===== src/rtl/meter_display_driver.sv =====
// meter_display_driver
//   Display stage for the parking meter. The remaining-time count is
//   saturated to 9999 and converted to four BCD digits by a sequential
//   double-dabble engine that handles one bit per cycle. The result is
//   shown on a 4-digit multiplexed seven-segment display with leading-zero
//   blanking. The display blinks at 2 Hz when the time is 1..199 and
//   flashes at 1 Hz when the time is 0.
//
// Ports
//   SYS_CLK    in   system clock, rising edge
//   RESET      in   asynchronous, active-high reset
//   In_Bin16   in   remaining seconds, unsigned binary
//   Seg        out  segment cathodes {g,f,e,d,c,b,a}, active-low, registered
//   An         out  digit anodes, active-low, An[0] = ones digit, registered
//   Dp         out  decimal point, always off (1)
//   Bcd_Out    out  last converted value, thousands in [15:12]
//   Conv_Busy  out  high while a conversion is in SHIFT or DONE
module meter_display_driver #(
    parameter int CLK_HZ      = 100_000_000,
    parameter int REFRESH_DIV = 100_000
) (
    input  logic        SYS_CLK,
    input  logic        RESET,
    input  logic [15:0] In_Bin16,
    output logic [6:0]  Seg,
    output logic [3:0]  An,
    output logic        Dp,
    output logic [15:0] Bcd_Out,
    output logic        Conv_Busy
);

    localparam int QDIV = (CLK_HZ / 4 < 1) ? 1 : CLK_HZ / 4;
    localparam int BW   = (QDIV > 1) ? $clog2(QDIV) : 1;
    localparam int RDIV = (REFRESH_DIV < 1) ? 1 : REFRESH_DIV;
    localparam int RW   = (RDIV > 1) ? $clog2(RDIV) : 1;

    typedef enum logic [1:0] {S_IDLE, S_SHIFT, S_DONE} state_t;

    state_t      r_state;
    logic [15:0] r_sh;
    logic [15:0] r_scr;
    logic [15:0] r_ld;
    logic [15:0] r_last_v;
    logic [3:0]  r_cnt;
    logic        r_force;

    logic [BW-1:0] r_bcnt;
    logic [1:0]    r_q;
    logic [RW-1:0] r_rcnt;
    logic [1:0]    r_idx;

    logic [15:0] w_v;
    logic [15:0] w_adj;
    logic [31:0] w_cat;
    logic [3:0]  w_nib;
    logic        w_blank;
    logic        w_on;
    logic [6:0]  w_seg;

    assign w_v = (In_Bin16 > 16'd9999) ? 16'd9999 : In_Bin16;
    assign Dp  = 1'b1;

    // Double-dabble step: add 3 to every scratch nibble >= 5, then shift
    // the scratch/shift-register pair left by one.
    always_comb begin
        w_adj = r_scr;
        for (int i = 0; i < 4; i++) begin
            if (r_scr[4*i +: 4] >= 4'd5)
                w_adj[4*i +: 4] = r_scr[4*i +: 4] + 4'd3;
        end
        w_cat = {w_adj, r_sh} << 1;
    end

    always_ff @(posedge SYS_CLK or posedge RESET) begin
        if (RESET) begin
            r_state   <= S_IDLE;
            r_sh      <= '0;
            r_scr     <= '0;
            r_ld      <= '0;
            r_last_v  <= '0;
            r_cnt     <= '0;
            r_force   <= 1'b1;
            Bcd_Out   <= '0;
            Conv_Busy <= 1'b0;
        end else begin
            case (r_state)
                S_IDLE: begin
                    // Input changes that arrive mid-conversion are caught
                    // here on the next pass, so none is lost.
                    if (w_v != r_last_v || r_force) begin
                        r_sh      <= w_v;
                        r_ld      <= w_v;
                        r_scr     <= '0;
                        r_cnt     <= '0;
                        r_force   <= 1'b0;
                        Conv_Busy <= 1'b1;
                        r_state   <= S_SHIFT;
                    end
                end
                S_SHIFT: begin
                    r_scr <= w_cat[31:16];
                    r_sh  <= w_cat[15:0];
                    r_cnt <= r_cnt + 4'd1;
                    if (r_cnt == 4'd15)
                        r_state <= S_DONE;
                end
                S_DONE: begin
                    Bcd_Out   <= r_scr;
                    r_last_v  <= r_ld;
                    Conv_Busy <= 1'b0;
                    r_state   <= S_IDLE;
                end
                default: r_state <= S_IDLE;
            endcase
        end
    end

    // Free-running blink timebase and digit scan
    always_ff @(posedge SYS_CLK or posedge RESET) begin
        if (RESET) begin
            r_bcnt <= '0;
            r_q    <= '0;
            r_rcnt <= '0;
            r_idx  <= '0;
        end else begin
            if (r_bcnt == BW'(QDIV - 1)) begin
                r_bcnt <= '0;
                r_q    <= r_q + 2'd1;
            end else begin
                r_bcnt <= r_bcnt + 1'b1;
            end
            if (r_rcnt == RW'(RDIV - 1)) begin
                r_rcnt <= '0;
                r_idx  <= r_idx + 2'd1;
            end else begin
                r_rcnt <= r_rcnt + 1'b1;
            end
        end
    end

    always_comb begin
        w_nib   = Bcd_Out[3:0];
        w_blank = 1'b0;
        case (r_idx)
            2'd0: w_nib = Bcd_Out[3:0];
            2'd1: begin
                w_nib   = Bcd_Out[7:4];
                w_blank = (Bcd_Out[15:4] == 12'd0);
            end
            2'd2: begin
                w_nib   = Bcd_Out[11:8];
                w_blank = (Bcd_Out[15:8] == 8'd0);
            end
            default: begin
                w_nib   = Bcd_Out[15:12];
                w_blank = (Bcd_Out[15:12] == 4'd0);
            end
        endcase
    end

    // Alarm class comes from the last converted value, not the raw input
    always_comb begin
        if (r_last_v == 16'd0)
            w_on = ~r_q[1];
        else if (r_last_v < 16'd200)
            w_on = ~r_q[0];
        else
            w_on = 1'b1;
    end

    always_comb begin
        case (w_nib)
            4'd0:    w_seg = 7'b1000000;
            4'd1:    w_seg = 7'b1111001;
            4'd2:    w_seg = 7'b0100100;
            4'd3:    w_seg = 7'b0110000;
            4'd4:    w_seg = 7'b0011001;
            4'd5:    w_seg = 7'b0010010;
            4'd6:    w_seg = 7'b0000010;
            4'd7:    w_seg = 7'b1111000;
            4'd8:    w_seg = 7'b0000000;
            4'd9:    w_seg = 7'b0010000;
            default: w_seg = 7'b1111111;
        endcase
    end

    always_ff @(posedge SYS_CLK or posedge RESET) begin
        if (RESET) begin
            An  <= 4'b1111;
            Seg <= 7'b1111111;
        end else if (w_on && !w_blank) begin
            An  <= ~(4'b0001 << r_idx);
            Seg <= w_seg;
        end else begin
            An  <= 4'b1111;
            Seg <= 7'b1111111;
        end
    end

endmodule


===== config.mk =====
export PLATFORM = sky130hd
export DESIGN_NAME = meter_display_driver
export DESIGN_NICKNAME = d
export VERILOG_FILES = /design/src/rtl/meter_display_driver.sv
export SDC_FILE = /design/constraint.sdc
export NUM_CORES = 1
export LEC_CHECK = 0
export BUFFER_PORTS_ARGS = -buffer_cell sky130_fd_sc_hd__buf_2
export CAP_MARGIN = 20
export CORE_MARGIN = 5
export CORE_UTILIZATION = 35
export DETAILED_ROUTE_END_ITERATION = 7
export GPL_TIMING_DRIVEN = 0
export PLACE_DENSITY_LB_ADDON = 0.08
export SLEW_MARGIN = 20
export SYNTH_ARGS = -nofsm -noshare
export SYNTH_HDL_FRONTEND = slang
export SYNTH_SLANG_ARGS = --single-unit
export TNS_END_PERCENT = 100

===== constraint.sdc =====
create_clock -name SYS_CLK -period 10.35 [get_ports SYS_CLK]
set_input_delay 0.5175 -clock SYS_CLK [delete_from_list [all_inputs] [get_ports SYS_CLK]]
set_output_delay 0.5175 -clock SYS_CLK [all_outputs]
set_load 0.1 [all_outputs]

Word-level counts from Yosys, hierarchy flattened
Memory sizes are Yosys's and may differ from the RTL's.
Cells that the tools add are included.
{ "word_totals": {"output_inout_bits": 29, "rom_bits": 112, "ff_bits": 145, "wordCells": 84, "n_memories": 1} }
{ "op_classes": {"n_lt_le_gt_ge": 6, "shifts": 1, "mux": 24, "add_sub_neg": 9, "bitwise": 3, "eq_ne": 10, "reduce_logical": 15} }
{ "memory_table": {"columns": ["memory", "words", "word_bits", "read_ports", "rd_clocked_by_memory_dff", "write_ports", "line", "text"], "rows": [
  ["(name not given)", 16, 7, 1, 0, 0, "172", "case (w_nib)"]
]} }
{ "op_table": {"columns": ["cell", "n"], "rows": [
  ["case mux 16 bit (2 select lines)", 2],
  ["2-to-1 mux 16 bit", 3],
  ["adder 25 x 1 -> 25 bit, second input constant", 1],
  ["== test 25 bit, second input constant", 1],
  ["2-to-1 mux 25 bit", 1],
  ["2-to-1 mux 4 bit", 5],
  ["adder 17 x 1 -> 17 bit, second input constant", 1],
  ["== test 17 bit, second input constant", 1],
  ["2-to-1 mux 17 bit", 1],
  [">= comparator 4 x 3 -> 1 bit, second input constant", 4],
  ["> comparator 16 x 14 -> 1 bit, second input constant", 1],
  ["logical NOT 16 bit", 1],
  ["less-than comparator 16 x 8 -> 1 bit, second input constant", 1],
  ["!= test 16 bit", 1],
  ["adder 4 x 2 -> 4 bit, second input constant", 3],
  ["logical NOT 12 bit", 1],
  ["case mux 4 bit (3 select lines)", 1],
  ["logical NOT 8 bit", 1],
  ["case mux 4 bit (2 select lines)", 1],
  ["AND reduction 2 bit", 4],
  ["2-to-1 mux 7 bit", 1],
  ["adder 2 x 1 -> 2 bit, second input constant", 2],
  ["adder 4 x 1 -> 4 bit, second input constant", 1],
  ["== test 2 x 1 -> 1 bit, second input constant", 2],
  ["other kinds (19)", 27]
]} }

Depth between registers and ports, before layout
Gate-level depths: netlist (run 1).
{ "depth": {"word_depth": 6, "ltp_mapped": 10} }

Worst setup path after synthesis (run 1)
No wires, ideal clock.
{ "synth_path": {"kind": "reg2reg", "start": "reg Bcd_Out[1]", "end": "reg Seg[0]", "setup_ns": 0.103, "path_stages_with_launch": 7, "path_buffers": 0, "setup_slack_ns": 8.083, "synth_period_minus_slack_ns": 2.267, "arrival_time_ns": 2.164, "cell_sequence": "dfrtp_1 -> a222oi_1 -> nand2_1 -> o21ai_0 -> a21boi_0 -> a311oi_1 -> o21ai_0"} }
{ "synth_via": {"elab_chain_cells": 3} }
{ "synth_rtl": {"columns": ["element", "line", "text"], "rows": [
  ["from (decl)", "28", "output logic [15:0] Bcd_Out,"],
  ["from (signal assigned)", "108", "Bcd_Out <= r_scr;"],
  ["case mux 4 bit (3 select lines)", "144", "case (r_idx)"],
  ["memory read (16 x 7 bit)", null, null],
  ["2-to-1 mux 7 bit", "191", "end else if (w_on && !w_blank) begin"],
  ["to (signal assigned)", "193", "Seg <= w_seg;"],
  ["to (decl)", "25", "output logic [6:0] Seg,"]
]} }
Every way passes these cells.
A chain may end at the register's enable or synchronous reset.

Final worst setup path (run 1)
{ "layout_path": {"start": "reg r_idx[0]", "end": "reg Seg[2]"} }
{ "layout_via": {"elab_chain_cells": 5} }
{ "layout_rtl": {"columns": ["element", "line", "text"], "rows": [
  ["from (decl)", "50", "logic [1:0] r_idx;"],
  ["from (signal assigned)", "134", "r_idx <= r_idx + 2'd1;"],
  ["branches (longest 4 deep; another with memory read (16 x 7 bit))", null, null],
  ["2-to-1 mux 7 bit (*)", "191", null]
]} }
Every way passes the cells marked *.

==> impl_metrics.yaml, run 1 <==
route:
  vias_per_cell: 5.14
  postRouteAntennaNets: 0
  drc: 0
  firstDrtPassIters: 7
  wl_um: 17500
  vias: 5286
  wl_per_cell_um: 17.0
  drtIter0Drc: 340
sta:
  relSlewSlack_pct: 37.1
  min_period_ns: 2.76
  fmax_mhz: 362
  rsz0062_at_grt: "no"
  hold_violations: 0
  setup_viol: 0
  slew_viol_final: 0
  fin_ws_ns: 7.59
  fin_tns_setup_ns: 0
  fin_skew_ns: 0.0119
  worstMarginPinSlew_ns: 0.944
  min_period_over_period_pct: 26.7
logic_synthesis:
  yosysTopAreaCellShare_pct: 46.9
  ys_ff_latch: 145
  ys_types: 72
  yosysSeqAreaShare_pct: 51.3
  synth.most_common_cell: "dfrtp_1"
  syn_avg_cell_area_um2: 10.4
  synth_cells: 681
  yosys.area.top_type: "dfrtp_1"
  yosys-top-cells-area: "dfrtp_1 47%, dfstp_2 4.4%, nand2_1 4.2%, ha_1 3.7%, xnor2_1 3.2%"
  synth_warnings: 0
  async_flop_share_pct: 100
  synthesis.area_mm2: 0.00710
  ys.flop_type: "dfrtp_1"
  synth_fp_nets: 720
  yosys-top-cells-count: "133 x dfrtp_1, 80 x nand2_1, 44 x nor2_1, 42 x inv_1, 42 x o21ai_0"
  synth_edf_count: 0
grt:
  antenna_found_initial: 0
  use_met3_pct: 3.46
  gr-usage-met2_pct: 26.2
  grt_max_degree: 104
  overflow: 0
  grt_use_met1_pct: 20.2
  grt_usage_pct: 15.5
  grt_pass1_wl_um: 29000
  grt_pass1_vias: 5395
  busiest_layer: "met2"
clocking:
  ctsResizeCount: 0
  clock_path_buffers: 2
  cts_setup_buffers: 0
  ctsHoldBuffers: 0
  cts-root-buf: "clkbuf_16"
  clk_pin_slew_worst_paths_ns: 0.06
  htree_num_levels: 4
  clkLatencyLatePin_ns: 0.42
  cts_num_sinks: 145
  cts_made_buffers: 17
  cts_tree: "built"
worst_hold_path:
  hp-class: "in2async"
critical_path:
  crit_fanout: 6
  critPathArrivalTime_ns: 3.06
  critPathKind: "reg2reg"
  end_kind: "register"
  critPathLaunchType: "register"
  critPathRequiredTime_ns: 10.65
final_layout:
  antennaDiodeCount: 0
  regArea_mm2: 0.00364
  final_cells: 1029
  fillCellCount: 1926
  fin_util_pct: 41.4
  syn2layout_area_growth_pct: 17.3
  fin_nets: 785
  multi_input_area_mm2: 0.00319
  final_layout_size_suffix_gt1_share_pct: 18.1
placed_design:
  dp_cells: 997
  dp.final_hpwl_um: 12500
  gp_congestion: 0.810
  pre_cts_ws_ns: 7.44
  portBuffers: 45
floorplanning:
  row_count: 52
  die-area_mm2: 0.0232
  core_area_mm2: 0.0201
  die_w_um: 152
  num_io_pins: 47
  die_y_um: 152
  start_util_pct: 35.3
outcome:
  outcome: "completed"
power:
  ir_drop_v: 0.000139
  p_leak_nw: 3.73
  power_density_mw_per_mm2: 279
run:
  cap_viol_max_count: 0
## stage by stage
step / hold WS (ns) / area, um^2 / total power, mW
6_report: 0.0830 / 8330 / 2.32
5_1_grt: 0.0887 / 8330 / 2.46
3_3_place_gp: 0.464 / 7670 / 1.66
4_1_cts: 0.0754 / 8330 / 2.35
2_1_floorplan: 0.445 / 7100 / 1.49
3_5_place_dp: 0.466 / 7700 / 1.68
## flip-flops by register name, indices dropped and copies added, names as in the netlist
| register | flops |
|---|---|
| r_bcnt | 25 |
| r_rcnt | 17 |
| Bcd_Out | 16 |
| r_last_v | 16 |
| r_ld | 16 |
| r_scr | 16 |
| r_sh | 16 |
| Seg | 7 |
| An | 4 |
| r_cnt | 4 |
| r_idx | 2 |
| r_q | 2 |
| r_state | 2 |
| Conv_Busy | 1 |
| r_force | 1 |
## cell type report
cell class / count / share of cell area [%]
plain buffers: 20 / 1.29
clock buffers: 21 / 5.77
clock inverters: 11 / 1.80
inverters: 43 / 2.03
multi-input cells: 473 / 38.3
flip-flops and latches: 145 / 43.7
well taps: 270 / 4.05
repair buffers: 46 / 3.03
## per-layer routing
layer  share of wire, %  wire length (um)  vias up
met3                3.2               556       12
met2                 49              8670       74
met4                1.0               179        0
met5                  0                 0        -
met1                 46              8130     2648
li1                   -                 -     2552
## path summary, 6_finish.rpt
check / end / startpoint / slack, ns / depth (start not counted)
worst min register to register: r_scr[0]$_DFFE_PP0P_ / r_sh[15]$_DFFE_PP0P_ / 0.48 / 2
worst min-delay path: r_rcnt[7]$_DFF_PP0_ / RESET / 0.08 / 2
worst max register to register: Seg[2]$_DFF_PP1_ / r_idx[0]$_DFFE_PP0N_ / 7.59 / 8
max in group asynchronous: r_force$_DFFE_PP1P_ / RESET / 9.45 / 3
worst max-delay path: Seg[2]$_DFF_PP1_ / r_idx[0]$_DFFE_PP0N_ / 7.59 / 8
min in group SYS_CLK: r_ld[1]$_DFFE_PP0P_ / In_Bin16[1] / 0.40 / 2
## logic make-up after synthesis
kind of cell / count (synthesis) / synth area share (%)
simple gates: 229 / 16.1
flops: 145 / 51.3
compound gates: 140 / 13.9
buf+inv: 63 / 3.79
xor+xnor: 49 / 6.04
mux: 33 / 5.13
fa+ha+maj: 21 / 3.70
other cells: 1 / 0.0528
## power breakdown
part | switching (mW) | internal [mW] | total, mW | leakage (nW)
Combinational | 0.599 | 0.246 | 0.846 | 1.64
Clock | 0.246 | 0.407 | 0.653 | 0.306
Sequential | 0.111 | 0.713 | 0.824 | 1.78
Total | 0.957 | 1.37 | 2.32 | 3.73
## worst max-delay path, cell delays in order, from the launching register on
cell and delay (ns):
dfrtp_1 0.39, inv_1 0.10, ha_1 0.28, a222oi_1 0.40
nand2_1 0.09, o21ai_0 0.31, a21boi_0 0.21, a311oi_1 0.62
o21ai_0 0.23
## cells in the final DEF, fill, tap and decap left out, types with 6 or more instances in the layout
master,synthesis,routed
nor4_1,11,11
ha_1,21,21
a21oi_1,14,14
clkbuf_1,10,10
a22oi_1,9,9
nand4_1,9,9
clkbuf_16,0,17
o21ai_0,42,42
nand2b_1,12,12
nand3_1,24,24
o31ai_1,6,6
nand2_1,80,80
mux2i_1,12,12
inv_1,42,41
buf_2,2,47
dfstp_2,12,12
xor2_1,23,23
and2_1,9,9
nor3_1,9,9
mux2_2,19,19
and3_1,8,8
xnor2_1,26,26
nor2_1,44,44
dfrtp_1,133,133
o22ai_1,15,15
Note: power is estimated with default switching activity, not from simulation.
==> run 2: changes to the inputs <==
==> constraint.sdc (replaced) <==
create_clock -name SYS_CLK -period 2.3 [get_ports SYS_CLK]
set_input_delay 0.115 -clock SYS_CLK [delete_from_list [all_inputs] [get_ports SYS_CLK]]
set_output_delay 0.115 -clock SYS_CLK [all_outputs]
set_load 0.1 [all_outputs]
==> impl_metrics.yaml, run 2 (synthesized netlist as in run 1, its figures left out) <==
sta:
  worstMarginPinSlew_ns: 0.936
  setup_viol: 0
  fin_ws_ns: 0.0981
  slew_viol_final: 0
  min_period_ns: 2.20
  rsz0062_at_grt: "yes"
  min_period_over_period_pct: 95.7
  whs_ns: 0.0748
  fin_skew_ns: 0.00968
  fmax_mhz: 454
  hold_violations: 0
  relSlewSlack_pct: 37.0
route:
  drc: 0
  drtIter0Drc: 245
  wl_per_cell_um: 17.2
  wl_um: 17900
  vias: 5344
  postRouteAntennaNets: 0
  vias_per_cell: 5.12
  firstDrtPassIters: 5
floorplanning:
  num_io_pins: 47
  die_w_um: 152
  core_area_mm2: 0.0201
  die-area_mm2: 0.0232
  row_count: 52
  start_util_pct: 35.3
  die_y_um: 152
power:
  p_sw_share_pct: 41.7
  ir_drop_v: 0.000586
  power_density_mw_per_mm2: 1210
  p_leak_nw: 3.79
  internal_power_mw: 6.04
  switching_power_mw: 4.33
  seqPwrFrac_pct: 35.8
  combPwrFrac_pct: 38.0
  pwr-share-clk_pct: 26.2
final_layout:
  syn2layout_area_growth_pct: 20.9
  regArea_mm2: 0.00364
  reg_top3: "r_bcnt x25, r_rcnt x17"
  mostFrequentLayoutCells: "132 x dfrtp_1, 80 x nand2_1, 45 x buf_2"
  final_layout_size_suffix_gt1_share_pct: 21.3
  multi_input_area_mm2: 0.00333
  fillCellCount: 1960
  regMostFlops: "r_bcnt"
  largest_reg_flops: 25
  fin_nets: 799
  final_common_cell: "dfrtp_1"
  antennaDiodeCount: 0
outcome:
  outcome: "completed"
clocking:
  cts-root-buf: "clkbuf_16"
  clkLatencyLatePin_ns: 0.42
  cts_tree: "built"
  clock_path_buffers: 2
  clk_pin_slew_worst_paths_ns: 0.06
  cts_num_sinks: 145
  htree_num_levels: 4
  cts_made_buffers: 17
grt:
  grt_pass1_wl_um: 30000
  antenna_found_initial: 0
  overflow: 0
  grt_usage_pct: 16.0
  grt_pass1_vias: 5556
  grt_max_degree: 30
worst_hold_path:
  hold_depth: 3
  hp-class: "in2reg"
  min_from: "In_Bin16[12]"
  min_to: "r_ld[12]$_DFFE_PP0P_"
critical_path:
  critPathKind: "reg2reg"
  r2r_cells: 7
  worstReg2RegEnd: "r_ld[10]$_DFFE_PP0P_"
  r2r-start: "r_last_v[8]$_DFFE_PP0P_"
  r2r_setup_slack_ns: 0.1
  critPathRequiredTime_ns: 2.60
  crit_fanout: 10
  critPathArrivalTime_ns: 2.50
  critPathLaunchType: "register"
  end_kind: "register"
placed_design:
  portBuffers: 45
  pre_cts_ws_ns: -0.425
  dp.final_hpwl_um: 13000
  gp_congestion: 0.857
run:
  cap_viol_max_count: 0
[run 2: how the worst max path moves through the flow]
stage	to	from	slack [ns]
after floorplan	Seg[0]$_DFF_PP1_	Bcd_Out[1]$_DFFE_PP0P_	0.03
after global placement	Bcd_Out[0]$_DFFE_PP0P_	RESET	-0.62
after detailed placement	Seg[1]$_DFF_PP1_	r_idx[0]$_DFFE_PP0N_	-0.43
after CTS	r_bcnt[11]$_DFF_PP0_	r_bcnt[6]$_DFF_PP0_	0.02
after global routing	Seg[3]$_DFF_PP1_	r_idx[0]$_DFFE_PP0N_	-0.02
final	r_ld[10]$_DFFE_PP0P_	r_last_v[8]$_DFFE_PP0P_	0.1
[run 2: final cells by class]
type / instances / area share (%)
buffer: 20 / 1.33
sequential: 145 / 42.5
inverter: 43 / 1.92
multi-input combinational: 473 / 38.8
timing repair buffer: 60 / 4.90
tap: 270 / 3.93
clock inverter: 9 / 1.24
clock buffer: 23 / 5.45
[run 2: through the flow]
step	instances	instance area, um^2	setup TNS [ns]	total power [mW]	util (%)
3_5_place_dp	1001	7780	-9.57	7.60	38.7
3_3_place_gp	996	7670	-89.27	7.49	38.2
6_report	1043	8590	0	10.4	42.7
5_1_grt	1043	8590	-0.0288	11.0	42.7
2_1_floorplan	681	7110	0	6.72	-
4_1_cts	1039	8470	0	10.4	42.1
[run 2: layer usage]
metal | up-vias | global-route usage [%] | wire length [um]
li1 | 2586 | - | -
met2 | 59 | 26.6 | 8880
met1 | 2685 | 21.2 | 8360
met5 | - | 0 | 0
met4 | 0 | 4.79 | 231
met3 | 14 | 3.27 | 440
[run 2: power groups by stage]
stage,clock network (mW),logic [mW],registers [mW]
after detailed placement,0,3.86,3.74
after global routing,2.90,4.30,3.80
final,2.71,3.94,3.71
after floorplan,0,1.80,4.92
after global placement,0,3.75,3.73
after CTS,2.80,3.92,3.71
[run 2: worst max-delay path, stage by stage (launching register included)]
cell and delay [ns]:
dfrtp_1 0.43, nand2b_1 0.09, o221ai_1 0.20, o31ai_2 0.42
o2111a_2 0.37, a21boi_2 0.10, buf_6 0.17, mux2_4 0.30
[run 2: what timing repair did]
action	CTS	global route
gates cloned	0	0
setup buffers	1	4
resized for setup	14	24
hold endpoints to repair	22	0
pin swaps	1	3
hold buffers	5	0
endpoints found under the setup margin	38	51
